<file path="config.mk">
export PLATFORM = sky130hd
export DESIGN_NAME = rle_word_prefetch
export DESIGN_NICKNAME = d
export VERILOG_FILES = /design/src/rtl/rle_word_prefetch.sv
export SDC_FILE = /design/constraint.sdc
export NUM_CORES = 1
export LEC_CHECK = 0
export CAP_MARGIN = 15
export CORE_MARGIN = 2
export CORE_UTILIZATION = 58
export CTS_BUF_LIST = sky130_fd_sc_hd__clkbuf_8 sky130_fd_sc_hd__clkbuf_16
export DETAILED_ROUTE_END_ITERATION = 16
export GPL_ROUTABILITY_DRIVEN = 0
export PLACE_DENSITY = 0.92
export SLEW_MARGIN = 20
export SYNTH_ARGS = -nofsm -noshare
export SYNTH_HDL_FRONTEND = slang
export SYNTH_SLANG_ARGS = --single-unit
</file>
<file path="constraint.sdc">
create_clock -name clk -period 4 [get_ports clk]
set_input_delay 0.8 -clock clk [delete_from_list [all_inputs] [get_ports clk]]
set_output_delay 0.8 -clock clk [all_outputs]
set_load 0.02 [all_outputs]
</file>
<file path="src/rtl/rle_word_prefetch.sv">
// rle_word_prefetch: prefetch FIFO between the SPI flash read controller and the
// RLE decoder. Keeps a DEPTH-entry FIFO of 16-bit words topped up through the
// controller's start/continue/stop handshake, hiding flash latency from the
// pixel-rate consumer. Supports frame restart and mark/rewind of the fetch address.
//
// Ports:
//   clk, rst                  clock, asynchronous active-high reset
//   frame_start, mark, rewind control pulses (flush to 0, record head, flush to mark)
//   spi_addr                  word address presented with spi_start_read
//   spi_start_read/continue/stop  1-cycle request pulses to the controller
//   spi_busy, spi_data        controller status and returned word
//   out_valid, out_data       registered FIFO head
//   out_ready                 consumer pop
//   level                     FIFO occupancy
module rle_word_prefetch #(
  parameter int unsigned DEPTH     = 4,
  parameter int unsigned ADDR_BITS = 23
) (
  input  logic                   clk,
  input  logic                   rst,
  input  logic                   frame_start,
  input  logic                   mark,
  input  logic                   rewind,
  output logic [ADDR_BITS-1:0]   spi_addr,
  output logic                   spi_start_read,
  output logic                   spi_continue_read,
  output logic                   spi_stop_read,
  input  logic                   spi_busy,
  input  logic [15:0]            spi_data,
  output logic                   out_valid,
  output logic [15:0]            out_data,
  input  logic                   out_ready,
  output logic [$clog2(DEPTH):0] level
);

  localparam int unsigned PW = $clog2(DEPTH);
  localparam int unsigned CW = PW + 1;

  typedef enum logic [1:0] {IDLE, WAIT, STREAM} state_t;

  state_t               state;
  logic                 wait_first;
  logic [ADDR_BITS-1:0] fetch_addr;
  logic [ADDR_BITS-1:0] mark_addr;
  logic [15:0]          mem [DEPTH];
  logic [PW-1:0]        rd_ptr;
  logic [PW-1:0]        wr_ptr;
  logic [CW-1:0]        count;

  logic          flush;
  logic          space;
  logic          pop;
  logic          push;
  logic [PW-1:0] rd_ptr_n;
  logic [CW-1:0] count_n;
  logic [15:0]   head_n;

  assign level = count;

  // Per-cycle FIFO events and the head word to register for next cycle
  always_comb begin
    flush    = frame_start | rewind;
    space    = count < CW'(DEPTH);
    pop      = out_ready && (count != '0) && !flush;
    // The first WAIT cycle sees a stale busy from before the request landed
    push     = (state == WAIT) && !wait_first && !spi_busy && !flush;
    rd_ptr_n = rd_ptr + PW'(pop);
    count_n  = count + CW'(push) - CW'(pop);
    head_n   = mem[rd_ptr_n];
    if (count_n == '0) begin
      head_n = '0;
    end else if (count == CW'(pop)) begin
      // Nothing stored survives this cycle, so the incoming word becomes head
      head_n = spi_data;
    end
  end

  // FIFO storage (no reset needed; validity tracked by count)
  always_ff @(posedge clk) begin
    if (push) begin
      mem[wr_ptr] <= spi_data;
    end
  end

  // Read-handshake FSM, fetch/mark addresses and registered FIFO outputs
  always_ff @(posedge clk or posedge rst) begin
    if (rst) begin
      state             <= IDLE;
      wait_first        <= 1'b0;
      fetch_addr        <= '0;
      mark_addr         <= '0;
      rd_ptr            <= '0;
      wr_ptr            <= '0;
      count             <= '0;
      spi_addr          <= '0;
      spi_start_read    <= 1'b0;
      spi_continue_read <= 1'b0;
      spi_stop_read     <= 1'b0;
      out_valid         <= 1'b0;
      out_data          <= '0;
    end else begin
      spi_start_read    <= 1'b0;
      spi_continue_read <= 1'b0;
      spi_stop_read     <= 1'b0;
      wait_first        <= 1'b0;
      if (flush) begin
        spi_stop_read <= (state != IDLE);
        state         <= IDLE;
        rd_ptr        <= '0;
        wr_ptr        <= '0;
        count         <= '0;
        out_valid     <= 1'b0;
        out_data      <= '0;
        fetch_addr    <= frame_start ? '0 : mark_addr;
      end else begin
        // Head word address = next fetch address minus words already buffered
        if (mark) begin
          mark_addr <= fetch_addr - ADDR_BITS'(count);
        end
        rd_ptr    <= rd_ptr_n;
        count     <= count_n;
        out_valid <= (count_n != '0);
        out_data  <= head_n;
        if (push) begin
          wr_ptr     <= wr_ptr + PW'(1);
          fetch_addr <= fetch_addr + ADDR_BITS'(1);
        end
        case (state)
          IDLE: begin
            if (space) begin
              spi_start_read <= 1'b1;
              spi_addr       <= fetch_addr;
              wait_first     <= 1'b1;
              state          <= WAIT;
            end
          end
          STREAM: begin
            // Read stays open while full; no stop is issued here
            if (space) begin
              spi_continue_read <= 1'b1;
              wait_first        <= 1'b1;
              state             <= WAIT;
            end
          end
          WAIT: begin
            if (push) begin
              state <= STREAM;
            end
          end
          default: state <= IDLE;
        endcase
      end
    end
  end

endmodule

</file>
# --- Word level (Yosys, flattened, before mapping) ---
# Memory sizes are Yosys's and may differ from the RTL's.
# Index checks and enable logic that the tools add are counted.
# W data, S select, Z words.
classes:
  muxes: 25
  bitwise: 2
  n_reduce_logical: 18
  n_eq_ne: 5
  n_lt_le_gt_ge: 1
  addsub: 6
op_table:
  columns: ["op", "count"]
  rows:
  - ["$mux W23", 3]
  - ["$mux W16", 3]
  - ["$add A23 B1 Y23 const B", 1]
  - ["$sub A23 B3 Y23", 1]
  - ["$mux W2", 6]
  - ["$mux W1", 11]
  - ["$reduce_bool A3 Y1", 2]
  - ["$logic_and A1 B1 Y1", 5]
  - ["$pmux W2 S2", 1]
  - ["$reduce_and A2 Y1", 2]
  - ["$reduce_bool A2 Y1", 2]
  - ["$add A3 B1 Y3", 1]
  - ["$eq A3 B1 Y1", 1]
  - ["$logic_not A1 Y1", 3]
  - ["$logic_not A3 Y1", 1]
  - ["$lt A3 B3 Y1 const B", 1]
  - ["$mux W3", 1]
  - ["$ne A3 B1 Y1 const B", 1]
  - ["$ne A3 B3 Y1 const B", 1]
  - ["$reduce_and A3 Y1", 1]
  - ["$sub A3 B1 Y3", 1]
  - ["$add A2 B1 Y2", 1]
  - ["$add A2 B1 Y2 const B", 1]
  - ["$eq A2 B1 Y1 const B", 1]
  - ["5 further kinds", 5]
word_totals:
  mem_count: 1
  reg_bits: 99
  word_cells: 71
  ramBits: 64
mem_list:
  columns: ["name", "depth", "width", "read_ports", "rd_ports_with_merged_regs", "write_ports", "line", "text"]
  rows:
  - ["mem", 4, 16, 1, 0, 1, "45", "logic [15:0] mem [DEPTH];"]

# --- Longest topological paths before layout ---
logic_depth:
  depth_word: 9
  mapped_depth: 14

# --- Worst setup path after synthesis ---
# OpenSTA, ideal clock, no wires.
synth_path:
  path_kind: "input port to flip-flop"
  startpoint: "in spi_busy"
  endpoint: "reg out_data[10]"
  n_path_buf: 2
  stages: 13
  required_time_ns: 3.923
  arrival_time_ns: 3.325
  slack_ns: 0.598
  cell_sequence: "nor4b_2 clkbuf_1 nand2_1 a21oi_1 ha_1 inv_1 fa_1 xnor2_1 xnor2_1 a31oi_1 clkbuf_1 o21ai_0 a21oi_1"
synth_between:
  elab_chain_cells: 8
synth_rtl:
  columns: ["element", "line", "text"]
  rows:
  - ["start: declaration", "28", "input logic spi_busy,"]
  - ["$logic_not A1 Y1", "66", "push = (state == WAIT) && !wait_first && !spi_busy && !flush;"]
  - ["$logic_and A1 B1 Y1 (2 in series)", "66", null]
  - ["$add A3 B1 Y3", "68", "count_n = count + CW'(push) - CW'(pop);"]
  - ["$sub A3 B1 Y3", "68", null]
  - ["$logic_not A3 Y1", "70", "if (count_n == '0) begin"]
  - ["$mux W16", "70", null]
  - ["$mux W16", "106", "if (flush) begin"]
  - ["end signal: assignment", "123", "out_data <= head_n;"]
  - ["end: declaration", "31", "output logic [15:0] out_data,"]
# Every way passes these cells.
# A chain may end at the register's enable or synchronous reset.

# --- Final worst setup path ---
layout_path:
  startpoint: "in out_ready"
  endpoint: "reg out_data[4]"
layout_between:
  elab_chain_cells: 7
layout_rtl:
  columns: ["element", "line", "text"]
  rows:
  - ["start: declaration", "32", "input logic out_ready,"]
  - ["$logic_and A1 B1 Y1 * (2 in series)", "64", "pop = out_ready && (count != '0) && !flush;"]
  - ["$add A2 B1 Y2", "67", "rd_ptr_n = rd_ptr + PW'(pop);"]
  - ["$mem_v2 Z4 W16", null, null]
  - ["$mux W16", "72", "end else if (count == CW'(pop)) begin"]
  - ["$mux W16 *", "70", null]
  - ["$mux W16 *", "106", null]
# Mark *: on every way between the ends. The rest lies on a longest branch, timed or not.

==> metrics <==
status completed; number of iterations in the first detailed-routing pass 5; number of global-route vias before repair 5798; Post-Syn Area 7900 sq um; Commonest cells post-synth 99 x dfrtp_1, 64 x edfxtp_1, 60 x nand2_1, 38 x a21oi_1, 38 x o21ai_0; Die Ht 121 um; Hold WC Path Type reg2reg; P_leak 3.54 nW; I/O Buffers 68; CTS tree built; worst setup path category in2reg; Max Slew Vio Count 0; DRC Markers 0; maximum VDD drop 564 uV; Seq/Total Area, Yosys a little under three fifths; setup slack after layout 0.595 ns; Overall Power 3.79 mW; largest net degree at the start of global routing 64; Synth Area in Simple Gates between 10% and 20%; # Max-Cap Violations 0; Synth area leader dfrtp_1; fill cell count 859; worst path cell trace clkdlybuf4s50_1 -> o31a_1 -> nand2_1 -> a21oi_1 -> ha_1 -> inv_1 -> fa_1 -> xnor2_1 -> xnor2_1 -> a31oi_1 -> buf_4 -> o21ai_0 -> a21oi_1; worst-skew pair later-pin latency 0.43 ns; # rows 42; routed len/inst 21.0 um; sum of negative setup slack 0 ns; Final Hold Vio Count 0; slowest CP cell clkdlybuf4s50_1; top area cells in the synthesized netlist dfrtp_1 31%, edfxtp_1 24%, mux4_2 8.3%; via/cell ratio 6.36; initial antenna violation count 0; Final period util roughly 85%; total gr overflow 0; final-stage net count 724; hold_ws roughly 0.5 ns; power per cell area 408 nW/um^2; actual slew at the worst max-slew pin 1.01 ns; count leader, synth dfrtp_1; Synth Instances 634; RSZ-0062 raised after global routing no; top cell type's share of synthesized area 31.4%; Setup Fix Bufs, Post-CTS 0; Place WS 0.329 ns; Startpoint Class primary input; diode count 0; fin crit period 3.41 ns; Ys Warns 0; #FFs+latches synth 163; initial drt markers 562; cts-stage hold buffer count 0; layout cells sized above 1 15.9%; skew final 0.00890 ns; Post-synth ARST share between 60% and 70%; Post-DP HPWL between 10000 and 15000 um; CTS root buf clkbuf_16; adder-cell share of the synthesized area 1.93%; DRT Wirelength 18400 um; Worst Path Arrival roughly 3.8 ns; Worst setup EP type register; GRT Total Usage 27.1%; Worst-path clk slew 0.07 ns; worst endpoint required time roughly 4.4 ns; post-synthesis compound-gate area fraction 8.95%; CTS buffer count 17; area grow syn2layout 17.5%; H-tree levels 4; Worst slew margin 32.5%; largest stage delay on the critical path 0.54 ns; largest family of logic cells by synthesized area multiplexers; synth unique cells 63; CP delay by family, top compound AO/OA/AOI/OAI gates; CTS max path bufs 2; global-route wire length before repair 30100 um; die width around 120 um; DR vias 5589; Post-Synth XOR/XNOR Area 3.55%; CP Buf/Inv Count 3; Max Freq 294 MHz; Syn Nets 668; die area between 10000 and 15000 sq um; core footprint 13300 sq um; syn avg cell area 12.5 sq um; count of final setup violators 0; num ports just under 70; CTS Sinks 163; mux cell area share after synthesis 14.0%; ys flop type dfrtp_1; PostCTS Resize Cnt 0; starting density of the core 59.4%; Post-synth EDFFs 64; remaining antenna violation count after routing 0; CP Max Fanout 17
## through the flow
step	util (%)	area, sq um	cells
after floorplan	-	7900	634
after global placement	65.4	8690	847
after detailed placement	65.4	8690	847
after CTS	69.8	9290	879
after global routing	69.9	9290	879
final	69.9	9290	879
## report_power, final
group,leakage [nW],internal (mW),switching [mW]
clock,0.289,0.975,0.665
sequential,1.92,1.80,0.0566
combinational,1.33,0.131,0.168
## routing by layer
| layer | GRT usage [%] | vias up | part of all wire, % |
|---|---|---|---|
| met5 | 0 | - | 0 |
| met4 | 11.3 | 0 | 2.0 |
| met3 | 5.52 | 38 | 7.4 |
| met2 | 47.5 | 282 | 53 |
| met1 | 32.6 | 2817 | 37 |
| li1 | - | 2452 | - |
## final cells by class
type / count / area [sq um] / share of cell area (%)
clock buffer: 17 / 425 / 4.58
clock inverter: 15 / 166 / 1.79
inverter: 12 / 47.5 / 0.512
multi-input combinational: 412 / 3230 / 34.7
sequential: 163 / 4400 / 47.4
tap: 176 / 220 / 2.37
timing repair buffer: 84 / 801 / 8.62
## registers in the layout, summed over array words and instances (netlist names), 2 cells and up
register	count
fetch_addr	23
mark_addr	23
out_data	16
mem	64
wr_ptr	2
spi_addr	23
level	3
rd_ptr	2
state	2
## cell usage in the layout, fill, tap and decap left out, types with 3 or more instances in the layout
cell type and instances:
a211oi_1 7, a21oi_1 38, a31oi_1 9, a32o_1 5, and3_1 9, buf_4 16
bufinv_16 3, clkbuf_16 17, clkdlybuf4s50_1 68, clkinvlp_4 3, dfrtp_1 98, edfxtp_1 64
ha_1 9, inv_1 14, mux2_2 24, mux2i_1 18, mux4_2 29, nand2_1 60
nand3_1 6, nand4_1 8, nor2_1 37, nor2b_1 4, nor3_1 18, nor4_1 7
o21ai_0 38, o21ai_1 3, o31ai_1 3, or2_1 3, or3_1 8, xnor2_1 17
xor2_1 15
## final timing paths
kind / slack (ns) / from / depth (start not counted) / endpoint
max: 0.59 / out_ready / 13 / out_data[4]$_DFF_PP0_
min: 0.49 / mark_addr[4]$_DFFE_PP0P_ / 2 / mark_addr[4]$_DFFE_PP0P_
max reg2reg: 0.81 / level[2]$_DFF_PP0_ / 12 / out_data[4]$_DFF_PP0_
min reg2reg: 0.49 / mark_addr[4]$_DFFE_PP0P_ / 2 / mark_addr[4]$_DFFE_PP0P_
max in group asynchronous: 2.36 / rst / 3 / fetch_addr[6]$_DFFE_PP0P_
min in group asynchronous: 0.86 / rst / 2 / spi_start_read$_DFF_PP0_
## cells by family (layout without fill, tap and decap cells)
group,count (synthesis),after routing
simple gates,182,182
fa+ha+maj,11,11
mux,71,71
buf+inv,59,128
xor+xnor,32,32
flops,163,163
compound gates,116,116
## tightest hold or removal path, cell delays in order (launching register included)
cell	delay [ns]
dfrtp_1	0.35
nand2_1	0.05
o21ai_0	0.06
Note: power is estimated with default switching activity, not from simulation.
